--- config.mk ---
export PLATFORM = sky130hd
export DESIGN_NAME = instruction_fetch
export DESIGN_NICKNAME = d
export VERILOG_FILES = /design/src/rtl/fetch_pkg.sv /design/src/rtl/fetch_pc.sv /design/src/rtl/instruction_fetch.sv
export SDC_FILE = /design/constraint.sdc
export NUM_CORES = 1
export LEC_CHECK = 0
export CAP_MARGIN = 20
export CELL_PAD_IN_SITES_DETAIL_PLACEMENT = 1
export CELL_PAD_IN_SITES_GLOBAL_PLACEMENT = 1
export CORE_UTILIZATION = 33
export CTS_CLUSTER_DIAMETER = 200
export CTS_CLUSTER_SIZE = 30
export DETAILED_ROUTE_END_ITERATION = 10
export PLACE_DENSITY_LB_ADDON = 0.1
export SYNTH_ARGS = -nofsm -noshare
export SYNTH_HDL_FRONTEND = slang
export SYNTH_SLANG_ARGS = --single-unit
--- constraint.sdc ---
create_clock -name clk -period 2.2 [get_ports clk]
set_clock_uncertainty 0.2 [all_clocks]
set_input_delay 0.44 -clock clk [delete_from_list [all_inputs] [get_ports clk]]
set_output_delay 0.44 -clock clk [all_outputs]
set_load 0.05 [all_outputs]
--- src/rtl/fetch_pkg.sv ---
// Shared definitions for the instruction fetch sequencer and the instruction register.
package fetch_pkg;

  typedef enum logic [2:0] {
    IDLE,
    RD_OP,
    RD_A1,
    RD_A2,
    DONE
  } fetch_state_e;

  localparam int OPLEN_MSB = 7;
  localparam int OPLEN_LSB = 6;
  localparam int INSTR_W   = 24;

  // Operand count encoded in the opcode; 2 and 3 both mean two operands.
  function automatic logic [1:0] op_len(input logic [7:0] op);
    return op[OPLEN_MSB:OPLEN_LSB];
  endfunction

endpackage

--- src/rtl/fetch_pc.sv ---
// Program counter: load has priority over increment; wraps modulo 2^ADDR_W.
module fetch_pc #(
  parameter int                 ADDR_W   = 8,
  parameter logic [ADDR_W-1:0]  RESET_PC = '0
) (
  input  logic              clk,
  input  logic              rst_n,
  input  logic              load,
  input  logic              inc,
  input  logic [ADDR_W-1:0] pc_in,
  output logic [ADDR_W-1:0] pc
);

  logic [ADDR_W-1:0] pc_d, pc_q;

  always_comb begin
    pc_d = pc_q;
    if (load)     pc_d = pc_in;
    else if (inc) pc_d = pc_q + 1'b1;
  end

  always_ff @(posedge clk or negedge rst_n) begin
    if (!rst_n) pc_q <= RESET_PC;
    else        pc_q <= pc_d;
  end

  assign pc = pc_q;

endmodule

--- src/rtl/instruction_fetch.sv ---
// Fetch sequencer: reads opcode plus 0-2 operand bytes at PC and pulses IR_load
// once the full instruction word is assembled.
module instruction_fetch
  import fetch_pkg::*;
#(
  parameter int                 ADDR_W   = 8,
  parameter logic [ADDR_W-1:0]  RESET_PC = '0
) (
  input  logic              clk,
  input  logic              rst_n,
  input  logic              start,
  input  logic              pc_load,
  input  logic [ADDR_W-1:0] pc_in,
  output logic              mem_rd,
  output logic [ADDR_W-1:0] mem_addr,
  input  logic              mem_ack,
  input  logic [7:0]        mem_data,
  output logic [7:0]        opcode,
  output logic [7:0]        operando1,
  output logic [7:0]        operando2,
  output logic              IR_load,
  output logic              busy,
  output logic [ADDR_W-1:0] pc_out
);

  fetch_state_e state_d, state_q;
  logic [7:0]   opcode_d, opcode_q;
  logic [7:0]   op1_d, op1_q;
  logic [7:0]   op2_d, op2_q;
  logic         mem_rd_d, mem_rd_q;
  logic         ir_load_d, ir_load_q;
  logic         busy_d, busy_q;
  logic         pc_ld, pc_inc;
  logic [ADDR_W-1:0] pc;

  fetch_pc #(.ADDR_W(ADDR_W), .RESET_PC(RESET_PC)) u_pc (
    .clk   (clk),
    .rst_n (rst_n),
    .load  (pc_ld),
    .inc   (pc_inc),
    .pc_in (pc_in),
    .pc    (pc)
  );

  always_comb begin
    state_d  = state_q;
    opcode_d = opcode_q;
    op1_d    = op1_q;
    op2_d    = op2_q;
    pc_ld    = 1'b0;
    pc_inc   = 1'b0;
    unique case (state_q)
      IDLE: begin
        pc_ld = pc_load;
        if (start) state_d = RD_OP;
      end
      RD_OP: if (mem_ack) begin
        pc_inc   = 1'b1;
        opcode_d = mem_data;
        op1_d    = '0;
        op2_d    = '0;
        state_d  = (op_len(mem_data) == 2'd0) ? DONE : RD_A1;
      end
      RD_A1: if (mem_ack) begin
        pc_inc  = 1'b1;
        op1_d   = mem_data;
        state_d = (op_len(opcode_q) == 2'd1) ? DONE : RD_A2;
      end
      RD_A2: if (mem_ack) begin
        pc_inc  = 1'b1;
        op2_d   = mem_data;
        state_d = DONE;
      end
      DONE:    state_d = IDLE;
      default: state_d = IDLE;
    endcase
    // Outputs are registered from the next state so they line up with it.
    mem_rd_d  = (state_d == RD_OP) || (state_d == RD_A1) || (state_d == RD_A2);
    busy_d    = (state_d != IDLE);
    ir_load_d = (state_d == DONE);
  end

  always_ff @(posedge clk or negedge rst_n) begin
    if (!rst_n) begin
      state_q   <= IDLE;
      opcode_q  <= '0;
      op1_q     <= '0;
      op2_q     <= '0;
      mem_rd_q  <= 1'b0;
      ir_load_q <= 1'b0;
      busy_q    <= 1'b0;
    end else begin
      state_q   <= state_d;
      opcode_q  <= opcode_d;
      op1_q     <= op1_d;
      op2_q     <= op2_d;
      mem_rd_q  <= mem_rd_d;
      ir_load_q <= ir_load_d;
      busy_q    <= busy_d;
    end
  end

  // Address bus is quiet outside reads so it reads 0 in reset regardless of RESET_PC.
  assign mem_addr  = mem_rd_q ? pc : '0;
  assign mem_rd    = mem_rd_q;
  assign opcode    = opcode_q;
  assign operando1 = op1_q;
  assign operando2 = op2_q;
  assign IR_load   = ir_load_q;
  assign busy      = busy_q;
  assign pc_out    = pc;

endmodule
==> impl_metrics.yaml, run 1 <==
job:
  max_cap_viol_count: 0
clock_network:
  cts_tree: "done"
  path_clk_slew_ps: 80
  clk_path_buf_depth: 2
  post_cts_buffers: 0
  clock_latency_ps: 290
  cts_max_level: 2
  cts_sinks: 38
  cts_buffers: 5
  cts_root_buffer: "clkbuf_8"
drt:
  wl_met1_um: 2160
  top_layer_used: "met4"
  wl_met2_um: 2190
  vias: 1535
  routedWlPerCell_um: 14.0
  ant_nets: 0
  drt_first_iter_violations: 61
  totalWireLength_um: 4560
  viasPerCell: 4.72
  dr_wl_met3_um: 165
  drc_errors: 0
  firstDrtPassIters: 4
synthesis:
  synth_top_area_cell: "dfrtp_1"
  netlist.area_leader.share_pct: 53.3
  ys_types: 32
  synth_ff_type: "dfrtp_1"
  ys_warn_count: 0
  syn_nets: 205
  ys_seq_area_share_pct: 53.3
  synth_area_um2: 1780
  synth.most_common_cell: "nand2_1"
  syn_area_per_cell_um2: 9.74
  synth_edf_count: 0
  yosys-top-cells-count: "nand2_1, dfrtp_1, o21ai_0"
  synthTopCellsByArea: "dfrtp_1, nand2_1, o21ai_0, mux2_2, and2_1"
  synth_async_sr_flop_share_pct: 100
  ys_seq_elements: 38
  syn_inst: 183
critical_path:
  r2r_setup_slack_ps: 430
  ff2ff_path_depth: 4
  end_kind: "output port"
  crit_required_ps: 1560
  r2r-end: "u_pc.pc[6]"
  worstSetupStartpointType: "flip-flop"
  cp_data_arrival_time_ps: 1500
  path_buf_inv: 1
  critical_path_class: "flip-flop to output port"
  slowest_delay_ps: 820
  timing.rr.start: "state_q[0]"
  crit_chain: "clkdlybuf4s50_1"
  cpMaxStageDelayCell: "clkdlybuf4s50_1"
  path_max_fanout: 3
  critPathTopFamily: "buffers and inverters"
die:
  coreArea_um2: 5140
  dieArea_um2: 5700
  die_x_um: 75.5
  start_util_pct: 34.7
  rows: 26
  fp.dieH_um: 75.5
  io_pins: 64
placed_design:
  post-place-ws_ps: 2.20
  gp_congestion: 0.739
  hpwl_um: 3490
  io_buffers: 63
timing:
  finalCritPeriodShare_pct: 97.2
  fmax_mhz: 467
  report.final.setup_viol: 0
  period_minus_slack_ps: 2140
  fin_setup_tns_ps: 0
  slew_violations: 0
  rsz0062_at_grt: "no"
  fin_ws_ps: 60.6
  worstMarginPinSlew_ps: 555
  relSlewSlack_pct: 63.0
  hold_violations: 0
  whs_ps: 281
grt:
  track_usage_pct: 17.7
  gr-total-overflow: 0
  antenna_found_initial: 0
  grt_pass1_wl_um: 7410
  grt_pass1_vias: 1484
  grt_max_degree: 22
min_path:
  worstHoldPathCells: 2
  hold-path-endpoint: "operando2[5]"
  min_from: "operando2[5]"
  holdCritPathClass: "flip-flop to flip-flop"
final_layout:
  n_fill_cell: 618
  final_nets: 276
  drive_gt1_share_pct: 18.0
  syn_to_final_growth_pct: 45.3
  antennaDiodeCount: 0
status:
  outcome: "finished, final reports clean"
cell usage in the layout (no fill, tap or decap), types with 2 or more instances in the layout:
cell	count
a21oi_1	10
and2_1	9
buf_4	24
clkbuf_8	6
clkdlybuf4s50_1	43
dfrtp_1	38
inv_1	2
mux2_2	8
nand2_1	39
nor2_1	7
nor2b_1	9
nor3_1	5
o21ai_0	21
o21ai_1	6
xnor2_1	6
layer usage:
layer | track usage [%] | vias to the layer above
li1 | - | 752
met1 | 25.3 | 744
met2 | 26.8 | 34
met3 | 3.57 | 5
met4 | 6.17 | 0
met5 | 0 | -
stage by stage:
stage               util, %  instance area (um^2)  instances
floorplan                 -                  1780        183
global placement       48.3                  2480        316
detailed placement     48.3                  2480        316
CTS                    50.3                  2590        325
global route           50.4                  2590        325
finish                 50.4                  2590        325
flip-flops by register name (all words and copies together), names as in the netlist:
register and cells:
opcode 8, operando1 8, operando2 8, u_pc.pc 8, state_q 3, IR_load 1, busy 1, mem_rd 1
worst max path at each step:
stage / startpoint / end / slack, ps / cells after the start
5_1_grt: operando1[0] / operando1[0] / 20 / 1
2_1_floorplan: u_pc.pc[0] / mem_addr[0] / 350 / 1
3_5_place_dp: mem_ack / operando1[3] / 2 / 6
6_report: operando1[3] / operando1[3] / 60 / 1
3_3_place_gp: mem_ack / opcode[1] / 120 / 5
4_1_cts: u_pc.pc[4] / pc_out[4] / 10 / 1
cell families (layout without fill, tap and decap cells):
logic type	after synthesis	after routing	share of synthesized area, %
fa+ha+maj	1	1	0.702
mux	9	9	5.61
flops	38	38	53.3
xor+xnor	7	7	3.44
simple gates	78	78	22.6
compound gates	41	41	12.0
buf+inv	9	81	2.32
what timing repair did:
item / CTS / global route
hold buffers: 1 / 0
setup endpoints to repair: 0 / 1
endpoints found under the hold margin: 17 / 0
resized for setup: 0 / 1
final cells by class:
class	count	area [um^2]	area share (%)
Clock buffer	6	82.6	3.19
Clock inverter	2	12.5	0.483
Inverter	2	7.51	0.290
Multi-Input combinational cell	136	791	30.5
Sequential cell	38	951	36.7
Tap cell	70	87.6	3.38
Timing Repair Buffer	71	658	25.4
Power of run 1 is not shown: default switching activity piles up to over one toggle a cycle in this logic, so the estimate is an artifact.
==> run 2: changes to the inputs <==
--- a/config.mk
+++ b/config.mk
@@ -8,6 +8,7 @@
 export CAP_MARGIN = 20
 export CELL_PAD_IN_SITES_DETAIL_PLACEMENT = 1
 export CELL_PAD_IN_SITES_GLOBAL_PLACEMENT = 1
+export CORE_ASPECT_RATIO = 0.8
 export CORE_UTILIZATION = 33
 export CTS_CLUSTER_DIAMETER = 200
 export CTS_CLUSTER_SIZE = 30
==> run 2 against run 1 <==
Effect of this change: via count down 0.39%; routed wire length up 9.0%; sequential cell count unchanged; non-clock buffer count up 2; global-route usage up 0.89 points; die area about the same; the flow now finishes with violations (DRC); critical endpoint is now pc_out[7].
==> impl_metrics.yaml, run 2 (synthesis results as in run 1) <==
critical_path:
  r2r_setup_slack_ps: 540
  crit_required_ps: 1560
  cp_data_arrival_time_ps: 1500
  cp.depth: 1
  slowest_delay_ps: 820
  crit_chain: "clkdlybuf4s50_1"
  ff2ff_path_depth: 5
  path_buf_inv: 1
  critical_path_class: "flip-flop to output port"
  end_kind: "output port"
  path_max_fanout: 3
  cpMaxStageDelayCell: "clkdlybuf4s50_1"
  critPathTopFamily: "buffers and inverters"
  worstSetupStartpointType: "flip-flop"
grt:
  gr-total-overflow: 0
  grt_pass1_wl_um: 7960
  grt_max_degree: 21
  track_usage_pct: 18.6
  antenna_found_initial: 0
  grt_pass1_vias: 1514
status:
  outcome: "finished with violations"
  violations: "DRC"
drt:
  routedWlPerCell_um: 15.6
  vias: 1529
  ant_nets: 0
  viasPerCell: 4.79
  drc_errors: 8
  drt_first_iter_violations: 59
  totalWireLength_um: 4970
  firstDrtPassIters: 7
final_layout:
  n_fill_cell: 583
  final_cell_mix: "nand2_1, clkdlybuf4s50_1, dfrtp_1"
  final_nets: 278
  antennaDiodeCount: 0
  syn_to_final_growth_pct: 45.1
  drive_gt1_share_pct: 20.2
timing:
  rsz0062_at_grt: "no"
  fmax_mhz: 467
  fin_setup_tns_ps: 0
  relSlewSlack_pct: 65.4
  slew_violations: 0
  worstMarginPinSlew_ps: 518
  period_minus_slack_ps: 2140
  hold_violations: 0
  report.final.setup_viol: 0
  finalCritPeriodShare_pct: 97.4
  whs_ps: 283
min_path:
  worstHoldPathCells: 2
  holdCritPathClass: "flip-flop to flip-flop"
die:
  io_pins: 64
  fp.dieH_um: 67.7
  dieArea_um2: 5700
  rows: 23
  coreArea_um2: 5090
  die_x_um: 84.2
  start_util_pct: 35.0
placed_design:
  gp_congestion: 0.727
  io_buffers: 63
  hpwl_um: 3760
clock_network:
  clk_path_buf_depth: 2
  path_clk_slew_ps: 80
  cts_tree: "done"
  cts_buffers: 5
  cts_max_level: 2
  cts_root_buffer: "clkbuf_8"
  clock_latency_ps: 290
  cts_sinks: 38
job:
  max_cap_viol_count: 0
[run 2: changes by cell type in the layout (fill, tap and decap cells not counted)]
cell | previous run | this run
buf_12 | 1 | 0
buf_4 | 24 | 31
bufinv_16 | 0 | 1
clkbuf_8 | 6 | 5
clkdlybuf4s50_1 | 43 | 39
clkinv_2 | 1 | 2
clkinvlp_4 | 1 | 0
[run 2: per-stage QoR]
step                      utilization [%]  setup WS [ps]  cells  instance area, um^2
after global routing                 50.8           26.1    319                 2590
after floorplan                         -            352    183                 1780
after global placement               48.4           13.6    310                 2460
after CTS                            50.7           1.73    319                 2580
after detailed placement             48.4          -18.4    310                 2460
final                                50.8           56.4    319                 2590
[run 2: what timing repair did]
item	CTS	global route
gates resized for setup	0	1
buffers inserted	0	0
setup endpoints to repair	0	1
hold endpoints to repair	18	0
hold buffers	1	0
[run 2: worst min-delay path, cell delays in order, from the launching register on]
cell and delay (ps):
dfrtp_1 340, nand2_1 50, o21ai_0 60
[run 2: worst paths after layout]
kind | end | startpoint
worst min register to register | operando2[7] | operando2[7]
max in group asynchronous | state_q[2] | rst_n
min in group asynchronous | operando2[4] | rst_n
worst min-delay path | operando2[7] | operando2[7]
worst max register to register | operando1[5] | state_q[2]
worst max-delay path | pc_out[7] | u_pc.pc[7]
[run 2: cell type report]
class | count | area [um^2] | area share, %
Clock buffer | 5 | 68.8 | 2.66
Clock inverter | 3 | 40.0 | 1.55
Inverter | 2 | 7.51 | 0.290
Multi-Input combinational cell | 136 | 791 | 30.6
Sequential cell | 38 | 951 | 36.8
Tap cell | 62 | 77.6 | 3.00
Timing Repair Buffer | 73 | 651 | 25.2
[run 2: per-layer routing]
| metal | share of wire, % | global-route usage (%) |
|---|---|---|
| met1 | 53 | 26.9 |
| met2 | 43 | 27.3 |
| met3 | 3.5 | 4.16 |
| met4 | 1.3 | 6.90 |
| met5 | 0 | 0 |
Power of run 2 is left out for the same reason.
==> run 3: changes to the inputs <==
==> constraint.sdc (replaced) <==
create_clock -name clk -period 2.2 [get_ports clk]
set_clock_uncertainty 0.2 [all_clocks]
set_input_delay 0.44 -clock clk [delete_from_list [all_inputs] [get_ports clk]]
set_output_delay 0.44 -clock clk [all_outputs]
set_load 0.1 [all_outputs]
==> run 3 against run 2 <==
Effect of this change: the flow still finishes with violations (DRC); cell count unchanged; critical path type is now primary input to flip-flop; register-to-register slack worse by 100 ps; routed wire length increased by 0.68%; critical path depth is 5 higher; sequential share of layout area is 1.3 points lower; worst setup slack better by 190 ps; sequential cell count is the same; first-iteration DRC count grew 24%.
==> impl_metrics.yaml, run 3 (synthesis results as in run 1) <==
timing:
  finalCritPeriodShare_pct: 88.6
  worstMarginPinSlew_ps: 509
  slew_violations: 0
  hold_violations: 0
  period_minus_slack_ps: 1950
  relSlewSlack_pct: 66.1
  report.final.setup_viol: 0
  fmax_mhz: 513
  rsz0062_at_grt: "no"
  whs_ps: 284
placed_design:
  io_buffers: 63
  dpl-instance-area_um2: 2620
  gp_congestion: 0.742
  hpwl_um: 3910
final_layout:
  post-route-util_pct: 53.3
  final_nets: 278
  final_common_cell: "nand2_1"
  final_cell_mix: "nand2_1, buf_4, dfrtp_1"
  syn_to_final_growth_pct: 52.1
  multi_input_area_um2: 801
  antennaDiodeCount: 0
  postLayoutCellArea_um2: 2710
  drive_gt1_share_pct: 34.2
  n_fill_cell: 580
  ff_latch_area_um2: 961
drt:
  firstDrtPassIters: 7
  viasPerCell: 4.84
  routedWlPerCell_um: 15.7
  totalWireLength_um: 5000
  drc_errors: 6
  ant_nets: 0
  drt_first_iter_violations: 73
  vias: 1545
clock_network:
  clock_latency_ps: 280
  clk_path_buf_depth: 2
  cts_max_level: 2
  ctsResizeCount: 0
  cts_sinks: 38
  post_cts_buffers: 0
  path_clk_slew_ps: 70
  cts_root_buffer: "clkbuf_8"
  cts_tree: "done"
  cts_buffers: 5
  ctsHoldBuffers: 1
status:
  violations: "DRC"
  outcome: "finished with violations"
critical_path:
  crit_chain: "clkdlybuf4s50_1 > nor2b_2 > buf_4 > and2_1 > a21oi_1 > o21ai_0"
  ff2ff_path_depth: 4
  critical_path_class: "primary input to flip-flop"
  path_buf_inv: 2
  critPathTopFamily: "buffers and inverters"
  path_max_fanout: 8
  cp.depth: 6
  end_kind: "flip-flop"
  cpMaxStageDelayCell: "clkdlybuf4s50_1"
  worstSetupStartpointType: "primary input"
  crit_required_ps: 2190
  cp_data_arrival_time_ps: 1940
  slowest_delay_ps: 530
grt:
  antenna_found_initial: 0
  track_usage_pct: 18.8
  gr-total-overflow: 0
  grt_pass1_vias: 1467
  grt_pass1_wl_um: 8070
  grt_max_degree: 21
min_path:
  worstHoldPathCells: 2
  holdCritPathClass: "flip-flop to flip-flop"
die:
  fp.dieH_um: 67.7
  dieArea_um2: 5700
  coreArea_um2: 5090
  start_util_pct: 35.0
  die_x_um: 84.2
  io_pins: 64
  rows: 23
job:
  max_cap_viol_count: 0
## run 3: path summary, 6_finish.rpt
path	from	endpoint	slack (ps)
min reg2reg	operando2[3]	operando2[3]	280
max reg2reg	state_q[1]	u_pc.pc[1]	440
min in group asynchronous	rst_n	operando1[3]	440
min	operando2[3]	operando2[3]	280
max	mem_ack	operando1[5]	250
max in group asynchronous	rst_n	u_pc.pc[4]	870
## run 3: layout make-up
type                    instances  share of cell area [%]
flip-flops and latches         38                    35.4
multi-input cells             136                    29.5
inverters                       2                   0.277
repair buffers                 73                    28.9
well taps                      62                    2.86
clock buffers                   6                    2.68
clock inverters                 2                   0.369
## run 3: per-stage QoR
step / cells / worst slack (ps) / setup TNS (ps)
2_1_floorplan: 183 / 22.5 / 0
3_3_place_gp: 310 / 35.3 / 0
3_5_place_dp: 310 / -13.4 / -44.1
4_1_cts: 319 / 248 / 0
5_1_grt: 319 / 181 / 0
6_report: 319 / 250 / 0
## run 3: worst reg2reg max path: cells and delay by family (launching register included)
kind / cells / cell delay [ps]
AND/OR/NAND/NOR: 2 / 460
flip-flops: 1 / 670
AO/OA/AOI/OAI: 1 / 90
multiplexers: 1 / 220
## run 3: per-layer routing
metal	global-route usage [%]	share of wire [%]	routed length (um)
met1	29.4	55	2730
met2	25.2	40	2010
met3	4.16	4.3	217
met4	5.82	0.76	38
met5	0	0	0
Power of run 3 is left out for the same reason.
